--- config.mk ---
export PLATFORM = sky130hd
export DESIGN_NAME = agv_route_tracker
export DESIGN_NICKNAME = d
export VERILOG_FILES = /design/src/rtl/agv_nav_pkg.sv /design/src/rtl/agv_ls_debounce.sv /design/src/rtl/agv_route_tracker.sv
export SDC_FILE = /design/constraint.sdc
export NUM_CORES = 1
export LEC_CHECK = 0
export CORE_ASPECT_RATIO = 1.25
export CORE_MARGIN = 2
export CORE_UTILIZATION = 60
export CTS_BUF_LIST = sky130_fd_sc_hd__clkbuf_4
export DETAILED_ROUTE_END_ITERATION = 7
export MAX_ROUTING_LAYER = met4
export PLACE_DENSITY = 0.79
export RECOVER_POWER = 50
export SLEW_MARGIN = 20
export SYNTH_ARGS = -nofsm -noshare
export SYNTH_HDL_FRONTEND = slang
export SYNTH_HIERARCHICAL = 1
export SYNTH_SLANG_ARGS = --single-unit
--- constraint.sdc ---
create_clock -name clk -period 5 [get_ports clk]
set_input_delay 0.75 -clock clk [delete_from_list [all_inputs] [get_ports clk]]
set_output_delay 0.75 -clock clk [all_outputs]
set_load 0.05 [all_outputs]
--- src/rtl/agv_nav_pkg.sv ---
// Shared navigation definitions for the AGV route tracker.
// Includes direction codes, FSM state encoding, sensor constants and a saturating counter helper.
package agv_nav_pkg;

  localparam logic [1:0] DIR_STRAIGHT = 2'b00;
  localparam logic [1:0] DIR_RIGHT    = 2'b01;
  localparam logic [1:0] DIR_LEFT     = 2'b10;
  localparam logic [1:0] DIR_UTURN    = 2'b11;

  typedef enum logic [1:0] {
    IDLE = 2'd0,
    RUN  = 2'd1,
    DONE = 2'd2
  } nav_state_e;

  // All three sensors on the line marks a junction node.
  localparam logic [2:0] LS_NODE = 3'b111;
  // No sensor on the line: the vehicle has left the track.
  localparam logic [2:0] LS_NONE = 3'b000;

  // Node count sticks at 255 rather than wrapping back to 0.
  function automatic logic [7:0] sat_inc8(input logic [7:0] v);
    return (v == 8'hFF) ? v : v + 8'd1;
  endfunction

endpackage

--- src/rtl/agv_ls_debounce.sv ---
// One line-sensor bit: 2-flop synchroniser followed by a debounce filter.
// The filtered bit flips only after the synchronised bit has disagreed with it
// for DEBOUNCE_CYCLES consecutive cycles; any agreement clears the run count.
module agv_ls_debounce #(
  parameter int DEBOUNCE_CYCLES = 2000
) (
  input  logic clk,
  input  logic rst,
  input  logic raw_in,
  output logic filt_out
);

  localparam int CW = (DEBOUNCE_CYCLES > 1) ? $clog2(DEBOUNCE_CYCLES + 1) : 1;

  logic          sync1_q, sync1_d;
  logic          sync2_q, sync2_d;
  logic          filt_q,  filt_d;
  logic [CW-1:0] cnt_q,   cnt_d;

  // Next-state: synchroniser shift and mismatch run counter.
  always_comb begin
    sync1_d = raw_in;
    sync2_d = sync1_q;
    filt_d  = filt_q;
    cnt_d   = '0;
    if (sync2_q != filt_q) begin
      if (cnt_q == CW'(DEBOUNCE_CYCLES - 1)) begin
        filt_d = sync2_q;
      end else begin
        cnt_d = cnt_q + 1'b1;
      end
    end
  end

  // State registers, cleared asynchronously.
  always_ff @(posedge clk or posedge rst) begin
    if (rst) begin
      sync1_q <= 1'b0;
      sync2_q <= 1'b0;
      filt_q  <= 1'b0;
      cnt_q   <= '0;
    end else begin
      sync1_q <= sync1_d;
      sync2_q <= sync2_d;
      filt_q  <= filt_d;
      cnt_q   <= cnt_d;
    end
  end

  assign filt_out = filt_q;

endmodule

--- src/rtl/agv_route_tracker.sv ---
// AGV route tracker: conditions the line sensors, detects junction nodes and
// steps through a route table of turn commands, one entry per node.
// Optional line-loss detection is built when AGV_ROUTE_TRACKER_LOST_LINE_EN is defined.
//
//   state | meaning
//   IDLE  | waiting for start; route table writable
//   RUN   | following the route, one table entry consumed per node
//   DONE  | last node reached, vehicle halted, outputs held
module agv_route_tracker
  import agv_nav_pkg::*;
#(
  parameter int DEBOUNCE_CYCLES   = 2000,
  parameter int NODE_MIN_CYCLES   = 5000,
  parameter int NODE_CLEAR_CYCLES = 20000,
  parameter int ROUTE_DEPTH       = 64,
  parameter int LOST_CYCLES       = 500000
) (
  input  logic                           clk,
  input  logic                           rst,
  input  logic [2:0]                     raw_ls,
  input  logic                           rt_wr_en,
  input  logic [$clog2(ROUTE_DEPTH)-1:0] rt_wr_addr,
  input  logic [1:0]                     rt_wr_data,
  input  logic [7:0]                     route_len,
  input  logic                           start,
  output logic [2:0]                     ip_from_ls,
  output logic [7:0]                     current_node,
  output logic [1:0]                     directions,
  output logic                           stop_signal,
  output logic                           node_pulse,
  output logic                           busy
`ifdef AGV_ROUTE_TRACKER_LOST_LINE_EN
  , output logic                         lost_line
`endif
);

  localparam int AW    = $clog2(ROUTE_DEPTH);
  localparam int HIT_W = $clog2(NODE_MIN_CYCLES + 1);
  localparam int CLR_W = $clog2(NODE_CLEAR_CYCLES + 1);

  localparam logic [1:0] ST_IDLE = IDLE;
  localparam logic [1:0] ST_RUN  = RUN;
  localparam logic [1:0] ST_DONE = DONE;

  logic [2:0] ls_filt;

  for (genvar i = 0; i < 3; i++) begin : g_ls
    agv_ls_debounce #(
      .DEBOUNCE_CYCLES(DEBOUNCE_CYCLES)
    ) u_db (
      .clk     (clk),
      .rst     (rst),
      .raw_in  (raw_ls[i]),
      .filt_out(ls_filt[i])
    );
  end

  logic             armed_q, armed_d;
  logic [HIT_W-1:0] hit_cnt_q, hit_cnt_d;
  logic [CLR_W-1:0] clr_cnt_q, clr_cnt_d;
  logic             node_pulse_q, node_pulse_d;
  logic             hit_fire, clr_fire;

  logic [1:0] state_q, state_d;
  logic [7:0] cur_node_q, cur_node_d;
  logic [1:0] dir_q, dir_d;
  logic       stop_q, stop_d;
  logic       busy_q, busy_d;
  logic [7:0] len_q, len_d;
  logic [7:0] k_next;
  logic [1:0] rt_rd;
  logic       start_ok;

  logic [1:0] rt_mem [ROUTE_DEPTH];

`ifdef AGV_ROUTE_TRACKER_LOST_LINE_EN
  localparam int LOST_W = $clog2(LOST_CYCLES + 1);
  logic [LOST_W-1:0] lost_cnt_q, lost_cnt_d;
  logic              lost_q, lost_d;
  logic              lost_fire;

  // Line-loss timer: consecutive all-off cycles while following the route.
  always_comb begin
    lost_fire  = (state_q == ST_RUN) && (ls_filt == LS_NONE) &&
                 (lost_cnt_q == LOST_W'(LOST_CYCLES - 1));
    lost_cnt_d = '0;
    if ((state_q == ST_RUN) && (ls_filt == LS_NONE) && !lost_fire) begin
      lost_cnt_d = lost_cnt_q + 1'b1;
    end
  end
`endif

  // Node detector: armed, it waits for a long-enough 111 run; once fired it
  // must see a long-enough non-111 run before it can fire again.
  always_comb begin
    hit_fire  = armed_q && (ls_filt == LS_NODE) &&
                (hit_cnt_q == HIT_W'(NODE_MIN_CYCLES - 1));
    clr_fire  = !armed_q && (ls_filt != LS_NODE) &&
                (clr_cnt_q == CLR_W'(NODE_CLEAR_CYCLES - 1));
    armed_d   = armed_q;
    hit_cnt_d = '0;
    clr_cnt_d = '0;
    if (armed_q) begin
      if (ls_filt == LS_NODE) begin
        if (hit_fire) armed_d = 1'b0;
        else          hit_cnt_d = hit_cnt_q + 1'b1;
      end
    end else begin
      if (ls_filt != LS_NODE) begin
        if (clr_fire) armed_d = 1'b1;
        else          clr_cnt_d = clr_cnt_q + 1'b1;
      end
    end
    node_pulse_d = hit_fire && (state_q == ST_RUN);
  end

  // Route FSM: node count, direction lookup and run/stop status.
  always_comb begin
    state_d    = state_q;
    cur_node_d = cur_node_q;
    dir_d      = dir_q;
    stop_d     = stop_q;
    busy_d     = busy_q;
    len_d      = len_q;
`ifdef AGV_ROUTE_TRACKER_LOST_LINE_EN
    lost_d     = lost_q;
`endif
    k_next   = sat_inc8(cur_node_q);
    // The entry for event k is (k-1) mod depth, i.e. the current count's low bits.
    rt_rd    = rt_mem[cur_node_q[AW-1:0]];
    start_ok = start && (route_len != 8'd0);
    case (state_q)
      ST_IDLE, ST_DONE: begin
        if (start_ok) begin
          state_d    = ST_RUN;
          cur_node_d = 8'd0;
          dir_d      = DIR_STRAIGHT;
          stop_d     = 1'b0;
          busy_d     = 1'b1;
          len_d      = route_len;
`ifdef AGV_ROUTE_TRACKER_LOST_LINE_EN
          lost_d     = 1'b0;
`endif
        end
      end
      ST_RUN: begin
`ifdef AGV_ROUTE_TRACKER_LOST_LINE_EN
        if (lost_fire) begin
          state_d = ST_IDLE;
          stop_d  = 1'b1;
          busy_d  = 1'b0;
          lost_d  = 1'b1;
        end else
`endif
        if (hit_fire) begin
          cur_node_d = k_next;
          dir_d      = rt_rd;
          if (k_next == len_q) begin
            state_d = ST_DONE;
            stop_d  = 1'b1;
            busy_d  = 1'b0;
          end
        end
      end
      default: begin
        state_d = ST_IDLE;
        stop_d  = 1'b1;
        busy_d  = 1'b0;
      end
    endcase
  end

  // Control and detector registers, returned to their idle values on reset.
  always_ff @(posedge clk or posedge rst) begin
    if (rst) begin
      armed_q      <= 1'b1;
      hit_cnt_q    <= '0;
      clr_cnt_q    <= '0;
      node_pulse_q <= 1'b0;
      state_q      <= ST_IDLE;
      cur_node_q   <= 8'd0;
      dir_q        <= DIR_STRAIGHT;
      stop_q       <= 1'b1;
      busy_q       <= 1'b0;
      len_q        <= 8'd0;
`ifdef AGV_ROUTE_TRACKER_LOST_LINE_EN
      lost_cnt_q   <= '0;
      lost_q       <= 1'b0;
`endif
    end else begin
      armed_q      <= armed_d;
      hit_cnt_q    <= hit_cnt_d;
      clr_cnt_q    <= clr_cnt_d;
      node_pulse_q <= node_pulse_d;
      state_q      <= state_d;
      cur_node_q   <= cur_node_d;
      dir_q        <= dir_d;
      stop_q       <= stop_d;
      busy_q       <= busy_d;
      len_q        <= len_d;
`ifdef AGV_ROUTE_TRACKER_LOST_LINE_EN
      lost_cnt_q   <= lost_cnt_d;
      lost_q       <= lost_d;
`endif
    end
  end

  // Route table storage; only writable while idle, contents survive reset.
  always_ff @(posedge clk) begin
    if (rt_wr_en && (state_q == ST_IDLE)) begin
      rt_mem[rt_wr_addr] <= rt_wr_data;
    end
  end

  assign ip_from_ls   = ls_filt;
  assign current_node = cur_node_q;
  assign directions   = dir_q;
  assign stop_signal  = stop_q;
  assign node_pulse   = node_pulse_q;
  assign busy         = busy_q;
`ifdef AGV_ROUTE_TRACKER_LOST_LINE_EN
  assign lost_line    = lost_q;
`endif

endmodule

## Yosys cells after proc, flatten, opt, wreduce, memory -nomap -nowiden

Memories as Yosys holds them, arrays and structs flattened.
Index checks and enable logic that the tools add are counted.

| word-level totals | value |
|---|---|
| memory bits (read-only) | 0 |
| register bits | 94 |
| memories kept | 1 |
| output and inout bits | 16 |
| latch bits | 0 |
| input bits | 23 |
| bits in writable memories | 128 |
| word-level logic and storage cells | 102 |

| cells by class | value |
|---|---|
| eq/ne operators | 17 |
| shift-type cells | 0 |
| div/mod/pow operators | 0 |
| reduce and logical (&&, ||, !) cells | 18 |
| muxes and demuxes | 38 |
| $add $sub $neg | 6 |
| bitwise gates (word level) | 0 |
| $lt $le $gt $ge | 0 |
| multipliers | 0 |

Memory list:

| name | depth | width | rd ports | clocked after Yosys merged registers in | write ports | line | source |
|---|---|---|---|---|---|---|---|
| rt_mem | 64 | 2 | 1 | 0 | 1 | agv_route_tracker.sv:74 | `logic [1:0] rt_mem [ROUTE_DEPTH];` |

Operator list:

| kind | count |
|---|---|
| 11-bit 2-to-1 mux | 6 |
| 15-bit 2-to-1 mux | 3 |
| 13-bit 2-to-1 mux | 3 |
| 11-bit by 1-bit adder with 11-bit output (second input constant) | 3 |
| 11-bit == test (second input constant) | 3 |
| 8-bit 2-to-1 mux | 3 |
| 8-bit case mux with 2 select lines | 1 |
| 15-bit by 1-bit adder with 15-bit output (second input constant) | 1 |
| 15-bit == test (second input constant) | 1 |
| 13-bit by 1-bit adder with 13-bit output (second input constant) | 1 |
| 13-bit == test (second input constant) | 1 |
| 1-bit 2-to-1 mux | 13 |
| 2-bit 2-to-1 mux | 5 |
| 8-bit by 1-bit adder with 8-bit output (second input constant) | 1 |
| 8-bit == test | 1 |
| 8-bit == test (second input constant) | 1 |
| 2-bit case mux with 2 select lines | 2 |
| 2-bit AND reduction | 4 |
| 8-bit nonzero test | 1 |
| 1-bit logical AND | 7 |
| 3-bit AND reduction | 2 |
| 2-bit inequality test (second input constant) | 2 |
| 1-bit case mux with 2 select lines | 2 |
| 3-bit == test (second input constant) | 1 |
| other kinds (9) | 11 |

## Logic depth before layout (Yosys ltp)

| depth | value |
|---|---|
| word-level depth | 6 |
| gate-level depth with buffers | 10 |
| gate-level depth less buffers | 8 |

## Modules after synthesis

Netlist, hierarchy kept.

By module, submodules not included:

| module | cells each | area each (sq um) | times used | sequential area each (sq um) |
|---|---|---|---|---|
| agv_route_tracker | 562 | 7970.1 | 1 | 5147.4 |
| agv_ls_debounce | 59 | 638.1 | 3 | 350.3 |

## Worst setup path after synthesis

No wires, ideal clock.

| timing path | value |
|---|---|
| kind | register to register |
| from | register cur_node_q[1], in the netlist current_node[1] |
| to | register busy_q, in the netlist busy |
| path buffers | 2 |
| data arrival time | 2.472 ns |
| stages on the path, launching flop included | 10 |
| required time | 4.880 ns |
| period minus slack after synthesis | 2.592 ns |
| setup time | 0.120 ns |
| setup slack | 2.408 ns |
| cells stage by stage | dfrtp_1 ha_1 buf_6 and3_1 buf_6 and3_4 mux2i_1 xnor2_1 or4_4 a31o_1 |

| between the ends | value |
|---|---|
| word-level cells in the longest chain between the ends | 5 |
| elaborated cells between the ends (all ways) | 6 |
| those cells by class | 1 x add/sub; 3 x eq/ne; 1 x mux; 1 x reduce/logical |

RTL lines:

| element | line | source |
|---|---|---|
| from (decl) | agv_route_tracker.sv:65 | `logic [7:0] cur_node_q, cur_node_d;` |
| from (signal assigned) | agv_route_tracker.sv:196 | `cur_node_q <= cur_node_d;` |
| 8-bit by 1-bit adder with 8-bit output / 8-bit == test (equally long branches) | agv_nav_pkg.sv:23 | `return (v == 8'hFF) ? v : v + 8'd1;` |
| 8-bit 2-to-1 mux * | agv_nav_pkg.sv:23 |  |
| 8-bit == test * | agv_route_tracker.sv:158 | `if (k_next == len_q) begin` |
| 2-bit by 1-bit inequality test with 1-bit output (no line) * | - |  |
| 3-bit AND reduction (no line) * | - |  |
| to (signal assigned) | agv_route_tracker.sv:199 | `busy_q <= busy_d;` |
| to (decl) | agv_route_tracker.sv:68 | `logic busy_q, busy_d;` |

Every way passes the cells marked *; elsewhere a longest branch is shown, timed or not.
A chain may end at the register's enable or synchronous reset.

## Worst setup path after layout

Ends and elaborated chain as after synthesis.

==> results.sh <==
export IMPL_status="finished, violations left"
export IMPL_violations="max-capacitance violations, max-slew violations"
export IMPL_ys_flop_type="edfxtp_1"
export IMPL_syn_area_per_cell_sq_um=13.4
export IMPL_yosysSeqAreaShare_pct=62.7
export IMPL_dieHeight_microns=148
export IMPL_peakVddDrop_mv=0.171
export IMPL_ff2ff_path_depth=8
export IMPL_clk_pin_slew_ns=0.07
export IMPL_rsz0062_at_grt="false"
export IMPL_timing_rr_end="busy"
export IMPL_clock_skew_final_ns=0.0309
export IMPL_die_w_microns=119
export IMPL_cts_setup_buffers=0
export IMPL_holdWs_ns=0.352
export IMPL_synth_edff_count=128
export IMPL_syn_inst=739
export IMPL_grt_overflow_total=0
export IMPL_fmax_ghz=0.307
export IMPL_vias_per_cell=5.97
export IMPL_core_sq_mm=0.0161
export IMPL_async_reset_ff_share_pct=42.3
export IMPL_placed_cells=963
export IMPL_critPathMaxStageDelay_ns=0.60
export IMPL_grt_max_degree=65
export IMPL_power_mw=3.76
export IMPL_synth_nets=768
export IMPL_stdcell_area_sq_mm=0.0111
export IMPL_postCtsHoldBufs=0
export IMPL_final_core_utilization_pct=68.7
export IMPL_drv_cap=3
export IMPL_grt_pass1_wl_microns=32000
export IMPL_track_usage_pct=23.7
export IMPL_holdPathStages=0
export IMPL_cts_buffer_depth=3
export IMPL_num_vias=6324
export IMPL_fin_cells=1059
export IMPL_crit_type="register to register"
export IMPL_drive_gt1_share_pct=18.6
export IMPL_reg2reg_setup_slack_ns=1.74
export IMPL_r2r_start="current_node[1]"
export IMPL_crit_cells=8
export IMPL_antenna_found_initial=1
export IMPL_post_drt_wl_per_cell_microns=18.6
export IMPL_start_util_pct=61.3
export IMPL_fin_crit_sh_pct=65.2
export IMPL_end_kind="register"
export IMPL_row_count=52
export IMPL_cpMaxStageDelayCell="or4_4"
export IMPL_period_minus_slack_ns=3.26
export IMPL_cts_sinks=222
export IMPL_synth_seq_cells=222
export IMPL_drcViolationCount=0
export IMPL_io_buffers=38
export IMPL_max_slew_margin_pct=-64.6
export IMPL_cellPowerDensity_mw_per_mm2=339
export IMPL_setup_violations=0
export IMPL_crit_path_start_kind="register"
export IMPL_power_leakage_nw=4.00
export IMPL_die_area_sq_mm=0.0175
export IMPL_drt_wl_total_microns=19700
export IMPL_cts_buffers=51
export IMPL_areaGrowthSynthToFinish_pct=12.1
export IMPL_yosysUniqueCellTypes=58
export IMPL_dpl_worst_slack_ns=1.78
export IMPL_cts_tree="done"
export IMPL_clk_latency_ns=0.63
export IMPL_htreeDepth=2
export IMPL_root_buffer="clkbuf_4"
export IMPL_postLayoutSetupSlackWorst_ns=1.74
export IMPL_path_max_fanout=30
export IMPL_cp_arrival_ns=3.75
export IMPL_final_cell_mix="nor2_1 (128), edfxtp_1 (128), dfrtp_1 (91)"
export IMPL_whs_endpoint="g_ls[0].u_db/sync2_q"
export IMPL_dp_hpwl_microns=12800
export IMPL_dpl_cell_area_sq_mm=0.0104
export IMPL_critPathTopFamily="simple AND/OR/NAND/NOR gates"
export IMPL_hold_class="register to register"
export IMPL_finalHoldViolCount=0
export IMPL_drt_initial_drc_count=523
export IMPL_crit_required_ns=5.49
export IMPL_crit_buf_inv=1
export IMPL_cts_resized=0
export IMPL_tightest_slew_ns=2.47
export IMPL_path_cells="buf_4, ha_1, and3_1, nand2_1, a21boi_0, o211ai_1, or4_4, a31o_1"
export IMPL_finalSetupTns_ns=0
export IMPL_first_global_vias=6567
export IMPL_firstDrtPassIters=5
export IMPL_syn_area_sq_mm=0.00988
export IMPL_n_fill_cell=1113
export IMPL_drv_slew=183
export IMPL_final_nets=829
export IMPL_min_delay_start="g_ls[0].u_db/sync1_q"
export IMPL_antenna_left=0
export IMPL_yosysWarnings=6
export IMPL_ios=39
export IMPL_place_gp_congestion=0.893
-- kinds of logic (layout without fill, tap and decap cells) --
| group | after synthesis | after routing | synth area share (%) |
|---|---|---|---|
| AOI/OAI and AO/OA | 68 | 68 | 4.89 |
| xor gates and xnor gates | 52 | 52 | 4.61 |
| adders and majority gates | 6 | 6 | 0.759 |
| buffers and inverters | 51 | 154 | 2.30 |
| DFF | 222 | 222 | 62.7 |
| muxes | 60 | 60 | 10.8 |
| other | 0 | 1 | 0 |
| and+or+nand+nor | 280 | 280 | 13.9 |
-- registers in the layout, indices dropped and copies added (netlist names) --
register	count
directions	2
g_ls.u_db/filt_out	3
stop_signal	1
state_q	2
rt_mem	128
node_pulse	1
hit_cnt_q	13
armed_q	1
g_ls.u_db/cnt_q	33
current_node	8
len_q	8
g_ls.u_db/sync1_q	3
busy	1
g_ls.u_db/sync2_q	3
clr_cnt_q	15
-- cells in the mapped netlist (7+ instances only) --
| library cell | number | share of area (%) |
|---|---|---|
| nand3_1 | 35 | 1.8 |
| mux2_2 | 13 | 1.5 |
| xnor2_1 | 19 | 1.7 |
| or3_1 | 9 | 0.57 |
| dfrtp_1 | 92 | 23 |
| edfxtp_1 | 128 | 39 |
| mux4_2 | 36 | 8.2 |
| nand2_1 | 37 | 1.4 |
| buf_2 | 11 | 0.56 |
| inv_1 | 16 | 0.61 |
| and3_1 | 15 | 0.95 |
| a31oi_1 | 12 | 0.76 |
| clkbuf_1 | 18 | 0.68 |
| a21oi_1 | 19 | 0.96 |
| nor2_1 | 128 | 4.9 |
| xor2_1 | 33 | 2.9 |
| o21ai_0 | 7 | 0.35 |
| nand4_1 | 8 | 0.51 |
| mux2i_1 | 8 | 0.81 |
-- metal layers --
metal | global-route usage, % | vias up | part of all wire (%) | wire length [microns]
li1 | - | 2899 | - | -
met1 | 29.0 | 3139 | 39 | 7730
met2 | 39.3 | 237 | 52 | 10100
met3 | 4.71 | 49 | 6.5 | 1270
met4 | 9.52 | 0 | 2.7 | 530
met5 | - | - | 0 | 0
-- worst max path at each step --
stage                          from               to  slack, ns
floorplan           current_node[1]             busy       2.41
global placement       route_len[4]  current_node[0]       1.87
detailed placement  current_node[1]             busy       1.78
CTS                 current_node[3]  current_node[3]       1.53
global route        current_node[1]             busy       1.65
finish              current_node[1]             busy       1.74
-- cell type report --
| cell class | count | area, sq um | area share (%) |
|---|---|---|---|
| diodes | 1 | 2.50 | 0.0226 |
| repair buffers | 43 | 410 | 3.70 |
| inverters | 16 | 61.3 | 0.553 |
| clock buffers | 77 | 578 | 5.22 |
| well taps | 216 | 270 | 2.44 |
| multi-input cells | 466 | 3460 | 31.2 |
| clock inverters | 18 | 101 | 0.915 |
| flip-flops and latches | 222 | 6200 | 55.9 |
-- report_power, final --
| part | switching (mW) | internal, mW | total [mW] |
|---|---|---|---|
| combinational | 0.135 | 0.122 | 0.258 |
| sequential | 0.0622 | 1.99 | 2.05 |
| clock | 0.689 | 0.761 | 1.45 |
| total | 0.887 | 2.87 | 3.76 |
Note: power is estimated with default switching activity, not from simulation.
